==> src/rtl/enc_dec_roundtrip_pkg.sv <==
// Shared constants and the 2-bit lane code type used by the encoder/decoder round trip.
package enc_dec_roundtrip_pkg;

  localparam int CODE_W  = 2;
  localparam int N_LANES = 4;

  typedef enum logic [CODE_W-1:0] {
    CODE_L1 = 2'b00,
    CODE_L2 = 2'b01,
    CODE_L3 = 2'b10,
    CODE_L4 = 2'b11
  } code_e;

  function automatic code_e lane_to_code(input int lane);
    return code_e'(CODE_W'(lane));
  endfunction

endpackage

==> src/rtl/enc_dec_roundtrip_dec2to4.sv <==
// Combinational 2-to-4 one-hot decoder; all lines stay low when the code is not valid.
import enc_dec_roundtrip_pkg::*;

module onehot_dec2to4 (
  input  logic                code_valid,
  input  code_e               code,
  output logic [N_LANES-1:0]  lines
);

  for (genvar gi = 0; gi < N_LANES; gi++) begin : g_line
    assign lines[gi] = code_valid && (code == lane_to_code(gi));
  end

endmodule

==> src/rtl/enc_dec_roundtrip.sv <==
// Two-stage pipeline: priority-encode four request lines into a registered 2-bit code,
// then decode it back into registered one-hot grant lines.
import enc_dec_roundtrip_pkg::*;

module enc_dec_roundtrip #(
  parameter bit LSB_PRIORITY = 1'b0
) (
  input  logic clk,
  input  logic rst,
  input  logic i1,
  input  logic i2,
  input  logic i3,
  input  logic i4,
  output logic y1,
  output logic y2,
  output logic valid,
  output logic err,
  output logic g1,
  output logic g2,
  output logic g3,
  output logic g4
);

  logic [N_LANES-1:0] req;
  code_e              code_next;
  logic               valid_next;
  logic               err_next;

  code_e              code_reg;
  logic               valid_reg;
  logic               err_reg;
  logic [N_LANES-1:0] dec_lines;
  logic [N_LANES-1:0] g_reg;

  assign req = {i4, i3, i2, i1};

  // Scan order decides the winner: the last set lane visited overwrites earlier ones.
  always_comb begin
    code_next = CODE_L1;
    if (LSB_PRIORITY) begin
      for (int k = N_LANES - 1; k >= 0; k--) begin
        if (req[k]) code_next = lane_to_code(k);
      end
    end else begin
      for (int k = 0; k < N_LANES; k++) begin
        if (req[k]) code_next = lane_to_code(k);
      end
    end
  end

  assign valid_next = |req;
  assign err_next   = |(req & (req - N_LANES'(1)));

  always_ff @(posedge clk) begin
    if (rst) begin
      code_reg  <= CODE_L1;
      valid_reg <= 1'b0;
      err_reg   <= 1'b0;
      g_reg     <= '0;
    end else begin
      code_reg  <= code_next;
      valid_reg <= valid_next;
      err_reg   <= err_next;
      g_reg     <= dec_lines;
    end
  end

  onehot_dec2to4 u_dec (
    .code_valid (valid_reg),
    .code       (code_reg),
    .lines      (dec_lines)
  );

  assign y1    = code_reg[1];
  assign y2    = code_reg[0];
  assign valid = valid_reg;
  assign err   = err_reg;
  assign g1    = g_reg[0];
  assign g2    = g_reg[1];
  assign g3    = g_reg[2];
  assign g4    = g_reg[3];

endmodule

==> config.mk <==
export PLATFORM = sky130hd
export DESIGN_NAME = enc_dec_roundtrip
export DESIGN_NICKNAME = d
export VERILOG_FILES = /design/src/rtl/enc_dec_roundtrip_pkg.sv /design/src/rtl/enc_dec_roundtrip_dec2to4.sv /design/src/rtl/enc_dec_roundtrip.sv
export SDC_FILE = /design/constraint.sdc
export NUM_CORES = 1
export LEC_CHECK = 0
export CORE_AREA = 2 2 39 41
export DETAILED_ROUTE_END_ITERATION = 10
export DIE_AREA = 0 0 41 43
export DONT_BUFFER_PORTS = 1
export GPL_TIMING_DRIVEN = 0
export PLACE_DENSITY = 0.41
export SLEW_MARGIN = 25
export SYNTH_ARGS = -nofsm -noshare
export SYNTH_HDL_FRONTEND = slang
export SYNTH_SLANG_ARGS = --single-unit
==> constraint.sdc <==
create_clock -name clk -period 0.8 [get_ports clk]
set_input_delay 0.24 -clock clk [delete_from_list [all_inputs] [get_ports clk]]
set_output_delay 0.24 -clock clk [all_outputs]
set_load 0.02 [all_outputs]
==> metrics.txt, run 1 <==
# TYPE chip_impl_metric gauge
chip_impl_info{name="outcome",value="finished with violations"} 1
chip_impl_info{name="failed_checks",value="negative setup slack"} 1
chip_impl_metric{name="sequential_share_of_the_synthesized_area",unit="%"} 62.14
chip_impl_metric{name="maximum_ir_drop_on_the_vdd_rail",unit="V"} 0.0008516
chip_impl_metric{name="fin_crit_share",unit="%"} 110.1
chip_impl_metric{name="placementRows",unit=""} 14
chip_impl_metric{name="grt_overflow_total",unit=""} 0
chip_impl_metric{name="fin_worst_skew",unit="ns"} 0.003916
chip_impl_metric{name="final_core_utilization",unit="%"} 23.87
chip_impl_metric{name="floorplan.die.height",unit="µm"} 43
chip_impl_metric{name="htreeDepth",unit=""} 1
chip_impl_metric{name="timing.final.ws_setup",unit="ns"} -0.08114
chip_impl_metric{name="grt_use_total",unit="%"} 8.350
chip_impl_info{name="setup_repair_after_global_routing_missed_its_margin",value="true"} 1
chip_impl_metric{name="power.density",unit="nW/µm²"} 2380
chip_impl_metric{name="tightestPinTransition",unit="ns"} 0.2981
chip_impl_metric{name="clock_path_buffers",unit=""} 2
chip_impl_metric{name="report.final.hold_viol_count",unit=""} 0
chip_impl_metric{name="cts_inserted_buffers",unit=""} 3
chip_impl_metric{name="detailroute.via_count",unit=""} 186
chip_impl_metric{name="numClockSinks",unit=""} 8
chip_impl_metric{name="fmaxAchievable",unit="MHz"} 1135
chip_impl_metric{name="floorplan.core_area",unit="µm²"} 1384
chip_impl_metric{name="drt_pass1_iterations",unit=""} 2
chip_impl_info{name="worst_setup_path_end_kind",value="primary output"} 1
chip_impl_metric{name="required_time_of_the_critical_path",unit="ns"} 0.56
chip_impl_metric{name="die_area",unit="µm²"} 1763
chip_impl_metric{name="grt_pass1_wl",unit="µm"} 917
chip_impl_metric{name="maxSlewHeadroom",unit="%"} 79.97
chip_impl_metric{name="clkTransAtPathRegs",unit="ns"} 0.05
chip_impl_info{name="layout.cells.most_common_list",value="sky130_fd_sc_hd__dfxtp_4 (8), sky130_fd_sc_hd__clkbuf_4 (3)"} 1
chip_impl_metric{name="first_global_vias",unit=""} 202
chip_impl_info{name="worstReg2RegStart",value="valid"} 1
chip_impl_info{name="root_buffer_master",value="sky130_fd_sc_hd__clkbuf_4"} 1
chip_impl_info{name="final_common_cell",value="sky130_fd_sc_hd__dfxtp_4"} 1
chip_impl_metric{name="area_growth",unit="%"} 28.16
chip_impl_metric{name="nNetsFinal",unit=""} 33
chip_impl_metric{name="placement.io_buffers",unit=""} 0
chip_impl_metric{name="postSynthCellCount",unit=""} 22
chip_impl_metric{name="dpl_worst_slack",unit="ns"} -0.1072
chip_impl_metric{name="worstPathArrival",unit="ns"} 0.64
chip_impl_metric{name="antenna_violations_before_repair",unit=""} 0
chip_impl_metric{name="drt_iter0_drc",unit=""} 2
chip_impl_metric{name="drt_drc_violations_left",unit=""} 0
chip_impl_metric{name="worst_hold_slack_after_final_layout",unit="ns"} 0.04498
chip_impl_metric{name="p_leak",unit="nW"} 0.1216
chip_impl_metric{name="floorplan.die.width",unit="µm"} 41
chip_impl_metric{name="syn_area",unit="µm²"} 257.7
chip_impl_metric{name="ys_seq_elements",unit=""} 8
chip_impl_info{name="hold_start",value="rst"} 1
chip_impl_metric{name="post_synth.cell_area_avg",unit="µm²"} 11.72
chip_impl_metric{name="wire_length_per_cell_after_detailed_routing",unit="µm"} 12.78
chip_impl_metric{name="post_route_ant_nets",unit=""} 0
chip_impl_metric{name="post-cts-setup-buffers",unit=""} 0
chip_impl_metric{name="post_route_cells_drive_above_1_share",unit="%"} 48.00
chip_impl_metric{name="timing.final.crit_period",unit="ns"} 0.8811
chip_impl_info{name="worstSetupStartpoint",value="code_reg[1]"} 1
chip_impl_metric{name="ys_warn_count",unit=""} 0
chip_impl_metric{name="worst_skew_pair.late_latency",unit="ns"} 0.25
chip_impl_metric{name="drv.max_cap_violation_count",unit=""} 0
chip_impl_info{name="timing.setup.critical_path_class",value="register to primary output"} 1
chip_impl_metric{name="finalSetupViolCount",unit=""} 8
chip_impl_metric{name="final.setup.tns",unit="ns"} -0.5531
chip_impl_metric{name="final_max_slew_viol_count",unit=""} 0
chip_impl_metric{name="synth.distinct_cells",unit=""} 11
chip_impl_metric{name="routabilityCongestion",unit=""} 0.5853
chip_impl_metric{name="pin_count_of_the_biggest_net_entering_global_routing",unit=""} 9
chip_impl_metric{name="largest_register_ff_count",unit=""} 4
chip_impl_metric{name="avgViaCountPerCell",unit=""} 4.537
chip_impl_metric{name="ff2ff_setup_slack",unit="ns"} 0.01
chip_impl_metric{name="cts_hold_repair.buffers",unit=""} 0
chip_impl_metric{name="mappedNetlistNets",unit=""} 28
chip_impl_info{name="hold_path.class",value="input port to register"} 1
chip_impl_info{name="timing.critical_path.from_type",value="register"} 1
chip_impl_metric{name="routed_wirelength",unit="µm"} 524
chip_impl_metric{name="ioPinCount",unit=""} 14
chip_impl_metric{name="crit_fanout",unit=""} 5
chip_impl_info{name="cts_tree",value="done"} 1
chip_impl_metric{name="diodes",unit=""} 0
chip_impl_metric{name="floorplan.initialDensity",unit="%"} 18.63
chip_impl_metric{name="final_hpwl_dp",unit="µm"} 369
[final timing paths]
path	to	depth (start not counted)
worst max register to register	g_reg[1]	1
worst max-delay path	y1	0
worst min-delay path	code_reg[0]	1
worst min register to register	g_reg[2]	1
[area by class of cell]
cell class | instances | area (µm²)
Fill cell | 152 | 1054
Sequential cell | 8 | 190.2
Multi-Input combinational cell | 12 | 90.09
Tap cell | 16 | 20.02
Clock buffer | 3 | 22.52
Inverter | 2 | 7.507
[what timing repair did]
| action | in CTS | in global routing |
|---|---|---|
| setup endpoints to repair | 11 | 10 |
| gates resized for setup | 16 | 0 |
| hold endpoints to repair | 0 | 0 |
| cloned | 0 | 0 |
[logic make-up after synthesis]
| group | after synthesis | synth area share, % |
|---|---|---|
| flops | 8 | 62.13 |
| simple gates | 8 | 22.33 |
| compound gates | 4 | 12.62 |
| buf+inv | 2 | 2.914 |
[per-layer routing]
| layer | vias to the layer above | track usage (%) | routed length (µm) |
|---|---|---|---|
| met5 | - | 0 | 0 |
| met4 | 0 | 2.000 | 0 |
| met3 | 0 | 8.377 | 113 |
| met2 | 17 | 11.88 | 235 |
| met1 | 82 | 8.414 | 175 |
| li1 | 87 | - | - |
[power by group]
group	internal [W]	switching, W	leakage (nW)	total (W)
clock network	0.000172	0.000135	0.0138	0.000307
logic	0.0000182	0.0000121	0.0367	0.0000303
registers	0.000408	0.0000411	0.0710	0.000449
total	0.000598	0.000188	0.122	0.000786
[through the flow]
| stage | std cells | power [W] | instance area, µm² |
|---|---|---|---|
| floorplan | 22 | 0.0004904 | 257.7 |
| global placement | 38 | 0.0004963 | 277.8 |
| detailed placement | 38 | 0.0004989 | 277.8 |
| CTS | 41 | 0.0007920 | 330.3 |
| global route | 41 | 0.0008367 | 330.3 |
| finish | 41 | 0.0007861 | 330.3 |
[cells in the mapped netlist]
cell type / n / area [µm²]
sky130_fd_sc_hd__dfxtp_1: 8 / 160.2
sky130_fd_sc_hd__nor2_1: 2 / 7.510
sky130_fd_sc_hd__inv_1: 2 / 7.510
sky130_fd_sc_hd__a2111oi_2: 1 / 15.01
sky130_fd_sc_hd__nand2b_1: 1 / 6.260
sky130_fd_sc_hd__nor4bb_1: 2 / 20.02
sky130_fd_sc_hd__a21oi_1: 2 / 10.01
sky130_fd_sc_hd__nor3_1: 1 / 5.000
sky130_fd_sc_hd__and4b_1: 1 / 10.01
sky130_fd_sc_hd__nor4b_1: 1 / 8.760
sky130_fd_sc_hd__a211oi_1: 1 / 7.510
Note: power is estimated with default switching activity, not from simulation.
==> run 2: changes to the inputs <==
SLEW_MARGIN = not set   (was 25)
==> results of run 2 <==
Final layout, timing and power as in run 1 (identical DEF).
==> run 3: changes to the inputs <==
CTS_CLUSTER_DIAMETER = 30   (was not set)
GPL_TIMING_DRIVEN = not set   (was 0)
==> metrics.txt, run 3 (synthesis gave the netlist of run 1 again) <==
# TYPE chip_impl_metric gauge
chip_impl_metric{name="p_leak",unit="nW"} 0.1395
chip_impl_metric{name="worst-path-buf-inv",unit=""} 1
chip_impl_metric{name="pin_count_of_the_biggest_net_entering_global_routing",unit=""} 9
chip_impl_metric{name="grt_overflow_total",unit=""} 0
chip_impl_info{name="cts_tree",value="done"} 1
chip_impl_metric{name="cts_inserted_buffers",unit=""} 3
chip_impl_metric{name="hold_depth",unit=""} 1
chip_impl_metric{name="ff2ff_setup_slack",unit="ns"} 0.01
chip_impl_metric{name="detailroute.via_count",unit=""} 187
chip_impl_info{name="timing.critical_path.from_type",value="register"} 1
chip_impl_metric{name="worst_hold_slack_after_final_layout",unit="ns"} 0.04979
chip_impl_metric{name="crit_fanout",unit=""} 2
chip_impl_metric{name="timing.final.crit_period",unit="ns"} 0.9242
chip_impl_info{name="slowest_cell_on_crit_path",value="sky130_fd_sc_hd__dfxtp_2"} 1
chip_impl_metric{name="report.final.hold_viol_count",unit=""} 0
chip_impl_info{name="hold_path.class",value="input port to register"} 1
chip_impl_metric{name="fmaxAchievable",unit="MHz"} 1082
chip_impl_metric{name="numClockSinks",unit=""} 8
chip_impl_info{name="worstReg2RegStart",value="code_reg[0]"} 1
chip_impl_metric{name="floorplan.die.height",unit="µm"} 43
chip_impl_info{name="worst_path_dominant_cell_family",value="flip-flops"} 1
chip_impl_info{name="root_buffer_master",value="sky130_fd_sc_hd__clkbuf_4"} 1
chip_impl_info{name="layout.cells.most_common_list",value="sky130_fd_sc_hd__dfxtp_4 (7), sky130_fd_sc_hd__clkbuf_4 (3), sky130_fd_sc_hd__inv_1 (2), sky130_fd_sc_hd__a21oi_1 (2), sky130_fd_sc_hd__nor2_1 (2)"} 1
chip_impl_metric{name="nNetsFinal",unit=""} 35
chip_impl_metric{name="slowest_delay",unit="ns"} 0.32
chip_impl_metric{name="wire_length_per_cell_after_detailed_routing",unit="µm"} 11.72
chip_impl_metric{name="drt_drc_violations_left",unit=""} 0
chip_impl_metric{name="drv.max_cap_violation_count",unit=""} 0
chip_impl_info{name="timing.critical_path.cells",value="buf_6"} 1
chip_impl_metric{name="floorplan.initialDensity",unit="%"} 18.63
chip_impl_metric{name="drt_iter0_drc",unit=""} 3
chip_impl_metric{name="grt_use_total",unit="%"} 7.654
chip_impl_metric{name="floorplan.core_area",unit="µm²"} 1384
chip_impl_metric{name="clock_path_buffers",unit=""} 2
chip_impl_metric{name="floorplan.die.width",unit="µm"} 41
chip_impl_metric{name="final-instance-count-excl-fill",unit=""} 43
chip_impl_metric{name="drt_pass1_iterations",unit=""} 2
chip_impl_metric{name="diodes",unit=""} 0
chip_impl_metric{name="worstPathArrival",unit="ns"} 0.68
chip_impl_metric{name="required_time_of_the_critical_path",unit="ns"} 0.56
chip_impl_metric{name="largest_register_ff_count",unit=""} 4
chip_impl_metric{name="cts_hold_repair.buffers",unit=""} 0
chip_impl_metric{name="worst_skew_pair.late_latency",unit="ns"} 0.25
chip_impl_info{name="critical_register_to_register_path_endpoint",value="g_reg[1]"} 1
chip_impl_metric{name="globalRouteMet3Util",unit="%"} 8.901
chip_impl_metric{name="instance_count_after_placement_with_tap_cells_included",unit=""} 39
chip_impl_metric{name="antenna_violations_before_repair",unit=""} 0
chip_impl_info{name="setup_repair_after_global_routing_missed_its_margin",value="true"} 1
chip_impl_metric{name="grt_pass1_wl",unit="µm"} 855
chip_impl_metric{name="gr_layer_usage_met1",unit="%"} 7.468
chip_impl_info{name="timing.setup.critical_path_class",value="register to primary output"} 1
chip_impl_info{name="hold_start",value="rst"} 1
chip_impl_metric{name="avgViaCountPerCell",unit=""} 4.349
chip_impl_metric{name="final_max_slew_viol_count",unit=""} 0
chip_impl_info{name="final_common_cell",value="sky130_fd_sc_hd__dfxtp_4"} 1
chip_impl_metric{name="tightestPinTransition",unit="ns"} 0.2948
chip_impl_metric{name="fin_worst_skew",unit="ns"} 0.003502
chip_impl_metric{name="clkTransAtPathRegs",unit="ns"} 0.05
chip_impl_info{name="failed_checks",value="negative setup slack"} 1
chip_impl_info{name="worst_setup_path_end_kind",value="primary output"} 1
chip_impl_metric{name="post_route_cells_drive_above_1_share",unit="%"} 59.26
chip_impl_metric{name="rr_worst_depth",unit=""} 1
chip_impl_metric{name="routed_wirelength",unit="µm"} 504
chip_impl_metric{name="die_area",unit="µm²"} 1763
chip_impl_metric{name="maximum_ir_drop_on_the_vdd_rail",unit="V"} 0.0008918
chip_impl_metric{name="placementRows",unit=""} 14
chip_impl_metric{name="timing.final.ws_setup",unit="ns"} -0.1242
chip_impl_info{name="globalRoute.busiestLayer",value="met2"} 1
chip_impl_metric{name="final_hpwl_dp",unit="µm"} 373
chip_impl_metric{name="routabilityCongestion",unit=""} 0.5853
chip_impl_metric{name="ioPinCount",unit=""} 14
chip_impl_info{name="outcome",value="finished with violations"} 1
chip_impl_metric{name="htreeDepth",unit=""} 1
chip_impl_info{name="holdPathEnd",value="code_reg[0]"} 1
chip_impl_metric{name="fin_crit_share",unit="%"} 115.5
chip_impl_metric{name="first_global_vias",unit=""} 199
chip_impl_metric{name="power.density",unit="nW/µm²"} 2165
chip_impl_metric{name="post_route_ant_nets",unit=""} 0
chip_impl_metric{name="area_growth",unit="%"} 42.72
chip_impl_metric{name="maxSlewHeadroom",unit="%"} 80.20
chip_impl_metric{name="dpl_worst_slack",unit="ns"} -0.1133
chip_impl_metric{name="placement.io_buffers",unit=""} 0
chip_impl_metric{name="finalSetupViolCount",unit=""} 8
chip_impl_metric{name="globalRouteMet2Util",unit="%"} 10.31
[run 3: cell types whose count changed in the layout (fill, tap and decap cells not counted)]
cell and change:
sky130_fd_sc_hd__nor4bb_1 -1, sky130_fd_sc_hd__nor4b_1 -1, sky130_fd_sc_hd__nor4b_2 +1, sky130_fd_sc_hd__dfxtp_2 +1, sky130_fd_sc_hd__buf_6 +1, sky130_fd_sc_hd__dfxtp_4 -1
sky130_fd_sc_hd__nor4bb_4 +1, sky130_fd_sc_hd__buf_4 +1
[run 3: final cells by class]
| type | count | area, µm² |
|---|---|---|
| Multi-Input combinational cell | 12 | 111.4 |
| Timing Repair Buffer | 2 | 18.77 |
| Fill cell | 148 | 1016 |
| Sequential cell | 8 | 187.7 |
| Clock buffer | 3 | 22.52 |
| Tap cell | 16 | 20.02 |
| Inverter | 2 | 7.507 |
[run 3: repair_timing]
| item | CTS | global route |
|---|---|---|
| gates resized for setup | 18 | 1 |
| buffers inserted | 1 | 0 |
| setup endpoints to repair | 11 | 11 |
| pin swaps | 1 | 1 |
[run 3: metal layers]
metal  vias up  wire (µm)
li1         91          -
met1        79        202
met2        17        216
met3         0         85
met4         0          0
met5         -          0
[run 3: per-stage QoR]
| stage | setup TNS (ns) | util [%] | power (W) | area [µm²] |
|---|---|---|---|---|
| after floorplan | 0 | - | 0.0004904 | 257.7 |
| after global placement | 0 | 20.61 | 0.0005007 | 285.3 |
| after detailed placement | -0.1609 | 20.61 | 0.0005038 | 285.3 |
| after CTS | -0.6588 | 26.13 | 0.0008095 | 361.6 |
| after global routing | -0.8931 | 26.58 | 0.0008542 | 367.9 |
| final | -0.5808 | 26.58 | 0.0007965 | 367.9 |
[run 3: how the worst max path moves through the flow]
| stage | to | start | cells past startpoint | slack (ns) |
|---|---|---|---|---|
| after floorplan | g_reg[1] | valid | 1 | 0.003 |
| after global placement | g_reg[2] | code_reg[1] | 1 | 0.009 |
| after detailed placement | g_reg[1] | code_reg[0] | 1 | -0.11 |
| after CTS | valid | valid | 1 | -0.14 |
| after global routing | valid | valid | 1 | -0.17 |
| final | valid | valid | 1 | -0.12 |
[run 3: power breakdown]
group          internal (W)  switching, W  leakage (nW)
Clock              0.000171      0.000124        0.0138
Combinational     0.0000340     0.0000186        0.0550
Sequential         0.000410     0.0000393        0.0707
